File: config.mk
export PLATFORM = sky130hd
export DESIGN_NAME = ring_valid_buffer_flat
export DESIGN_NICKNAME = d
export VERILOG_FILES = /design/src/rtl/ring_valid_buffer_pkg.sv /design/src/rtl/ring_valid_buffer_if.sv /design/src/rtl/ring_valid_buffer_ptr.sv /design/src/rtl/ring_valid_buffer.sv /design/src/flat_wrapper.sv
export SDC_FILE = /design/constraint.sdc
export NUM_CORES = 2
export LEC_CHECK = 0
export ABC_AREA = 1
export BUFFER_PORTS_ARGS = -buffer_cell sky130_fd_sc_hd__clkbuf_2
export CAP_MARGIN = 30
export CELL_PAD_IN_SITES_DETAIL_PLACEMENT = 1
export CELL_PAD_IN_SITES_GLOBAL_PLACEMENT = 2
export CORE_MARGIN = 2
export CORE_UTILIZATION = 30
export DETAILED_ROUTE_END_ITERATION = 8
export PLACE_DENSITY = 0.68
export SYNTH_ARGS = -nofsm -noshare
export SYNTH_HDL_FRONTEND = slang
export SYNTH_SLANG_ARGS = --single-unit
export TNS_END_PERCENT = 20
File: constraint.sdc
create_clock -name clk -period 6.15 [get_ports clk]
set_input_delay 1.23 -clock clk [delete_from_list [all_inputs] [get_ports clk]]
set_output_delay 1.23 -clock clk [all_outputs]
set_load 0.01 [all_outputs]
File: src/rtl/ring_valid_buffer_pkg.sv
// Shared definitions for the ring buffer: overwrite-mode constants, default depth
// and a constant-evaluable ceil(log2) helper.
package ring_pkg;

    localparam int DEFAULT_WIDTH = 6;
    localparam int DEPTH         = 2 ** DEFAULT_WIDTH;

    localparam int OVR_BLOCK  = 0;
    localparam int OVR_OLDEST = 1;

    function automatic int clog2(input int value);
        int r;
        r = 0;
        for (int i = 0; i < 31; i++) begin
            if ((32'sd1 <<< i) < value) begin
                r = i + 1;
            end else begin
                r = r;
            end
        end
        return r;
    endfunction

endpackage

File: src/rtl/ring_valid_buffer_if.sv
// Producer/consumer bundle of the ring buffer. The buffer takes the slave side;
// whatever drives requests takes the master side.
interface ring_valid_buffer_if #(
    parameter int WIDTH  = 6,
    parameter int DWIDTH = 2 ** WIDTH
);
    logic              inc_y;
    logic [DWIDTH-1:0] wr_data;
    logic              wr_ack;
    logic              inc_x;
    logic              rd_valid;
    logic [DWIDTH-1:0] rd_data;
    logic [WIDTH:0]    count;
    logic              full;
    logic              empty;
    logic              overflow;

    modport master (
        output inc_y, wr_data, inc_x,
        input  wr_ack, rd_valid, rd_data, count, full, empty, overflow
    );

    modport slave (
        input  inc_y, wr_data, inc_x,
        output wr_ack, rd_valid, rd_data, count, full, empty, overflow
    );
endinterface

File: src/rtl/ring_valid_buffer_ptr.sv
// WIDTH-bit wrap-around pointer: advances by one when en is high and wraps
// DEPTH-1 -> 0 through natural overflow. Synchronous reset has priority.
module ring_ptr #(
    parameter int WIDTH = 6
) (
    input  logic             clk,
    input  logic             rst,
    input  logic             en,
    output logic [WIDTH-1:0] ptr
);
    logic [WIDTH-1:0] ptr_q;
    logic [WIDTH-1:0] ptr_d;

    // Next pointer value
    always_comb begin
        ptr_d = ptr_q;
        if (en) begin
            ptr_d = ptr_q + WIDTH'(1);
        end else begin
            ptr_d = ptr_q;
        end
    end

    // Pointer register
    always_ff @(posedge clk) begin
        if (rst) begin
            ptr_q <= '0;
        end else begin
            ptr_q <= ptr_d;
        end
    end

    assign ptr = ptr_q;
endmodule

File: src/rtl/ring_valid_buffer.sv
// Circular buffer with per-entry valid bits, occupancy count, full/empty flags,
// sticky overflow, optional overwrite-oldest and one-hot self-test data.
module ring_valid_buffer
    import ring_pkg::*;
#(
    parameter int WIDTH     = DEFAULT_WIDTH,
    parameter int DWIDTH    = 2 ** WIDTH,
    parameter int OVERWRITE = OVR_BLOCK,
    parameter int SELF_TEST = 0
) (
    input  logic                  clk,
    input  logic                  rst,
    ring_valid_buffer_if.slave    bus
);
    localparam int             N_ENTRIES = 2 ** WIDTH;
    localparam logic [WIDTH:0] FULL_CNT  = {1'b1, {WIDTH{1'b0}}};

    logic [WIDTH-1:0]     rd_ptr_s;
    logic [WIDTH-1:0]     wr_ptr_s;
    logic [DWIDTH-1:0]    mem_q [N_ENTRIES];
    logic [N_ENTRIES-1:0] valid_q, valid_d;
    logic [WIDTH:0]       count_q, count_d;
    logic                 full_q, full_d;
    logic                 empty_q, empty_d;
    logic                 overflow_q, overflow_d;
    logic                 rd_fire_s, wr_fire_s, drop_s, rd_adv_s;
    logic [DWIDTH-1:0]    wr_word_s;

    // Accept decisions; full is registered state so a same-cycle read never makes room
    always_comb begin
        rd_fire_s = bus.inc_x & valid_q[rd_ptr_s];
        if (OVERWRITE == OVR_OLDEST) begin
            wr_fire_s = bus.inc_y;
        end else begin
            wr_fire_s = bus.inc_y & ~full_q;
        end
        drop_s    = wr_fire_s & full_q & ~rd_fire_s;
        rd_adv_s  = rd_fire_s | drop_s;
        if (SELF_TEST != 0) begin
            wr_word_s = {{(DWIDTH-1){1'b0}}, 1'b1} << wr_ptr_s;
        end else begin
            wr_word_s = bus.wr_data;
        end
    end

    // Next valid vector, count and flags; the clear precedes the set so a
    // same-index overwrite leaves the entry valid
    always_comb begin
        valid_d = valid_q;
        if (rd_adv_s) begin
            valid_d[rd_ptr_s] = 1'b0;
        end else begin
            valid_d = valid_q;
        end
        if (wr_fire_s) begin
            valid_d[wr_ptr_s] = 1'b1;
        end else begin
            valid_d = valid_d;
        end
        if (wr_fire_s && !rd_fire_s && !full_q) begin
            count_d = count_q + {{WIDTH{1'b0}}, 1'b1};
        end else if (rd_fire_s && !wr_fire_s) begin
            count_d = count_q - {{WIDTH{1'b0}}, 1'b1};
        end else begin
            count_d = count_q;
        end
        full_d     = (count_d == FULL_CNT);
        empty_d    = (count_d == '0);
        overflow_d = overflow_q | (bus.inc_y & full_q);
    end

    // Control state registers
    always_ff @(posedge clk) begin
        if (rst) begin
            valid_q    <= '0;
            count_q    <= '0;
            full_q     <= 1'b0;
            empty_q    <= 1'b1;
            overflow_q <= 1'b0;
        end else begin
            valid_q    <= valid_d;
            count_q    <= count_d;
            full_q     <= full_d;
            empty_q    <= empty_d;
            overflow_q <= overflow_d;
        end
    end

    // Entry storage, deliberately left unreset
    always_ff @(posedge clk) begin
        if (wr_fire_s) begin
            mem_q[wr_ptr_s] <= wr_word_s;
        end
    end

    ring_ptr #(.WIDTH(WIDTH)) u_rd_ptr (.clk(clk), .rst(rst), .en(rd_adv_s),  .ptr(rd_ptr_s));
    ring_ptr #(.WIDTH(WIDTH)) u_wr_ptr (.clk(clk), .rst(rst), .en(wr_fire_s), .ptr(wr_ptr_s));

    assign bus.wr_ack   = wr_fire_s;
    assign bus.rd_valid = valid_q[rd_ptr_s];
    assign bus.rd_data  = mem_q[rd_ptr_s];
    assign bus.count    = count_q;
    assign bus.full     = full_q;
    assign bus.empty    = empty_q;
    assign bus.overflow = overflow_q;

`ifdef FORMAL
    // Occupancy must always match the number of valid entries
    always_comb begin
        assert ($countones(valid_q) == int'(count_q));
    end
`endif
endmodule

File: src/flat_wrapper.sv
// flat-port wrapper written by rule: the top's interface ports become plain ports
module ring_valid_buffer_flat import ring_pkg::*;
#(
    parameter int WIDTH     = DEFAULT_WIDTH,
    parameter int DWIDTH    = 2 ** WIDTH,
    parameter int OVERWRITE = OVR_BLOCK,
    parameter int SELF_TEST = 0
)
  (clk, rst, bus_inc_y, bus_wr_data, bus_inc_x, bus_wr_ack, bus_rd_valid, bus_rd_data, bus_count, bus_full, bus_empty, bus_overflow);
  ring_valid_buffer_if #(.WIDTH(WIDTH), .DWIDTH(DWIDTH)) bus_i ();
  input  logic clk;
  input  logic rst;
  input wire logic [$bits(bus_i.inc_y)-1:0] bus_inc_y;
  input wire logic [$bits(bus_i.wr_data)-1:0] bus_wr_data;
  input wire logic [$bits(bus_i.inc_x)-1:0] bus_inc_x;
  output wire logic [$bits(bus_i.wr_ack)-1:0] bus_wr_ack;
  output wire logic [$bits(bus_i.rd_valid)-1:0] bus_rd_valid;
  output wire logic [$bits(bus_i.rd_data)-1:0] bus_rd_data;
  output wire logic [$bits(bus_i.count)-1:0] bus_count;
  output wire logic [$bits(bus_i.full)-1:0] bus_full;
  output wire logic [$bits(bus_i.empty)-1:0] bus_empty;
  output wire logic [$bits(bus_i.overflow)-1:0] bus_overflow;
  assign bus_i.inc_y = bus_inc_y;
  assign bus_i.wr_data = bus_wr_data;
  assign bus_i.inc_x = bus_inc_x;
  assign bus_wr_ack = bus_i.wr_ack;
  assign bus_rd_valid = bus_i.rd_valid;
  assign bus_rd_data = bus_i.rd_data;
  assign bus_count = bus_i.count;
  assign bus_full = bus_i.full;
  assign bus_empty = bus_i.empty;
  assign bus_overflow = bus_i.overflow;
  ring_valid_buffer #(.WIDTH(WIDTH), .DWIDTH(DWIDTH), .OVERWRITE(OVERWRITE), .SELF_TEST(SELF_TEST)) u_core (.clk(clk), .rst(rst), .bus(bus_i));
endmodule
==> results.yml <==
run_status:
  run_status: "finished clean"
sta:
  unrepaired_setup_endpoints_after_global_routing: "no"
  setup_viol_count_final: 0
  drv_slew: 0
  setup_tns_ns: 0
  slew_headroom_pct: 26.4
  timing.final.hold_violations: 0
  timing.clock.skew_ns: 0.0653
  fin_worst_hold_slack_ns: 0.465
  clock.fmax_mhz: 166
  period_minus_slack_ns: 6.03
  layout_worst_path_cycle_share_pct: 98.1
  least_margin_pin_slew_ns: 1.10
setup_path:
  worst-endpoint-arrival_ns: 4.80
  worst_path_dominant_cell_family: "compound AO/OA/AOI/OAI gates"
  worst_ep_required_time_ns: 4.92
  max_incr_delay_on_cp_ns: 0.56
  r2r_cells: 12
  timing.setup.critical_path_class: "flop to output port"
  crit_path_start_kind: "flop"
  cp-end-kind: "output port"
  path_cells: "inv_12 -> buf_12 -> buf_4 -> o21ai_0 -> o22ai_1 -> nor2_1 -> o32ai_1 -> o21ai_0 -> o22ai_1 -> buf_4 -> clkbuf_2"
  critPathSlowestCell: "o22ai_1"
  path_max_fanout: 67
  critPathBufInv: 5
  ff2ff_setup_slack_ns: 2.23
  r2r_start: "u_core.u_rd_ptr.ptr[1]$_SDFFE_PP0N_"
global_route:
  antenna_found_initial: 58
  grt_first_pass_wirelength_um: 849000
  grt_util_all_layers_pct: 21.3
  first_global_vias: 110000
  grt.overflow.total: 0
  grt_start_max_net_pins: 144
die:
  dieWidth_um: 743
  io_pins: 144
  die_h_um: 743
  placementRows: 271
  placeable_core_region_um2: 544000
  initial_utilization_pct: 30.1
  die_outline_area_um2: 552000
layout:
  layout.cells.most_common_list: "4096 x edfxtp_1, 2875 x nor2_1, 2655 x o21ai_0"
  final_nets: 12700
  mostFrequentLayoutCell: "edfxtp_1"
  area_delta_synth_final_pct: 16.4
  drive_above_1_share_pct: 9.80
  finalCoreUtilization_pct: 35.0
  fillers: 57200
logic_synthesis:
  synth_area_leader_cell: "edfxtp_1"
  mappedNetlistArea_um2: 164000
  avgSynthCellArea_um2: 13.0
  synth_edf_count: 4096
  synth.area.top_cells: "edfxtp_1 75%, o21ai_0 8.1%, nor2_1 6.7%"
  synth.yosys.seq_area_share_pct: 76.3
  dominantRegCellSynth: "edfxtp_1"
  synth_cells: 12500
  post_synth_top_area_share_pct: 75.1
  synth_async_sr_flop_share_pct: 0
  synth_nets: 12600
  ys_ff_latch: 4188
  yosys_warnings: 0
  netlist-cell-type-count: 35
routing:
  met3_wirelength_um: 39300
  avgViaCountPerCell: 5.47
  highest-signal-layer: "met5"
  detail_route.wl_per_cell_um: 30.0
  detailedRoute.firstPassIterationCount: 5
  detailed_route_wirelength_on_metal2_um: 289000
  route.antenna.remaining_nets: 0
  detail_route.iter0.violations: 12000
  routed_wl_um: 608000
  detailroute.via_count: 111000
  drc: 0
  wl_met1_um: 260000
clock_tree:
  clock_pin_slew_worst_setup_and_hold_paths_ns: 0.06
  clock_tree.buffer_depth: 4
  tritoncts: "built"
  level_count_of_the_clock_h_tree: 5
  cts.sink_count: 4188
  cts-buffers-inserted: 450
  clk_latency_ns: 1.02
  clock-root-buffer: "clkbuf_16"
min_path:
  worstHoldEndpoint: "u_core.bus.overflow$_SDFF_PP0_"
  min-delay-path-class: "input port to flop"
  worstHoldStart: "bus_inc_y"
  holdPathStages: 3
place:
  detailedPlacementHpwl_um: 305000
  globalplace.congestion: 0.754
  numPortBuffers: 143
pwr:
  vdd.ir_drop.worst_uv: 250
  leakage_uw: 0.0604
  powerDensity_nw_per_um2: 334
  total_power_uw: 63600
run:
  max_cap_viol_count: 0
## logic make-up (layout without fill, tap and decap cells)
kind of cell	after synthesis	in the layout	share of synthesized area, %
fa+ha+maj	4	4	0.0306
compound gates	4098	4098	13.7
flops	4188	4188	76.3
other cells	0	16	0
buf+inv	1060	1539	2.57
simple gates	3187	3187	7.38
xor+xnor	10	10	0.0535
## where the power goes
| part | switching, uW | internal, uW |
|---|---|---|
| Combinational | 3540 | 1430 |
| Sequential | 60.0 | 31400 |
| Clock | 11700 | 15400 |
| Total | 15300 | 48300 |
## stage by stage
step	worst slack, ns	area (um^2)	cells
floorplan	0.384	164000	12500
global placement	1.10	175000	19400
detailed placement	1.10	176000	19400
CTS	0.0738	190000	20300
global route	0.0498	191000	20300
finish	0.118	191000	20300
## worst register-to-register path, delay by kind of cell (launching register included)
kind	cells	cell delay, ns
and+or+nand+nor	8	2.13
buffers and inverters	1	0.27
AOI/OAI and AO/OA	3	0.65
DFF	1	0.73
## timing repair
action / 4_1_cts / 5_1_grt
setup buffers: 1 / 0
endpoints found under the setup margin: 1 / 0
resized for setup: 1 / 0
hold buffers: 0 / 0
## final cells by class
| class | count | area, um^2 | share of cell area (%) |
|---|---|---|---|
| Tap cell | 7234 | 9050 | 4.75 |
| Clock buffer | 550 | 11800 | 6.17 |
| Sequential cell | 4188 | 125000 | 65.5 |
| Clock inverter | 277 | 2750 | 1.45 |
| Timing Repair Buffer | 573 | 6370 | 3.34 |
| Inverter | 139 | 567 | 0.297 |
| Antenna cell | 16 | 40.0 | 0.0210 |
| Multi-Input combinational cell | 7299 | 35200 | 18.5 |
## cells in the mapped netlist, types with 3 or more instances
cell type,count
o21ai_0,2655
o21ai_1,11
buf_2,138
edfxtp_1,4096
ha_1,4
nand2_4,3
xor2_1,8
o32ai_1,84
a21boi_0,3
inv_2,3
buf_1,24
a21oi_1,59
nand2_1,206
nor2_2,3
inv_1,133
nor2_1,2939
o211ai_1,6
dfxtp_1,92
nand4_1,6
o22ai_1,1260
clkbuf_1,747
buf_4,10
a31oi_1,17
nor3_1,6
nand3_1,16
clkinv_1,3
## how the worst max path moves through the flow
stage | start | end | slack [ns] | depth (start not counted)
final | flop | bus_rd_data[46] | 0.12 | 11
after global routing | flop | bus_rd_data[46] | 0.05 | 10
after CTS | flop | bus_rd_data[46] | 0.07 | 10
after detailed placement | flop | bus_rd_data[46] | 1.10 | 11
after global placement | flop | bus_rd_data[46] | 1.10 | 11
after floorplan | bus_inc_y | u_core.valid_q[31]$_SDFF_PP0_ | 0.38 | 9
## flip-flops by register name, indices dropped and copies added, names as in the netlist, named ones only
name,count
u_core.u_rd_ptr.ptr,6
u_core.bus.empty,1
u_core.bus.count,7
u_core.valid_q,64
u_core.u_wr_ptr.ptr,6
u_core.bus.full,1
u_core.bus.overflow,1
u_core.mem_q,4096
## routing by layer
layer	track usage [%]	vias up
met2	35.4	4007
li1	-	47200
met4	6.37	16
met5	0	-
met1	29.0	58900
met3	2.75	880
(Power assumes the default switching activity.)
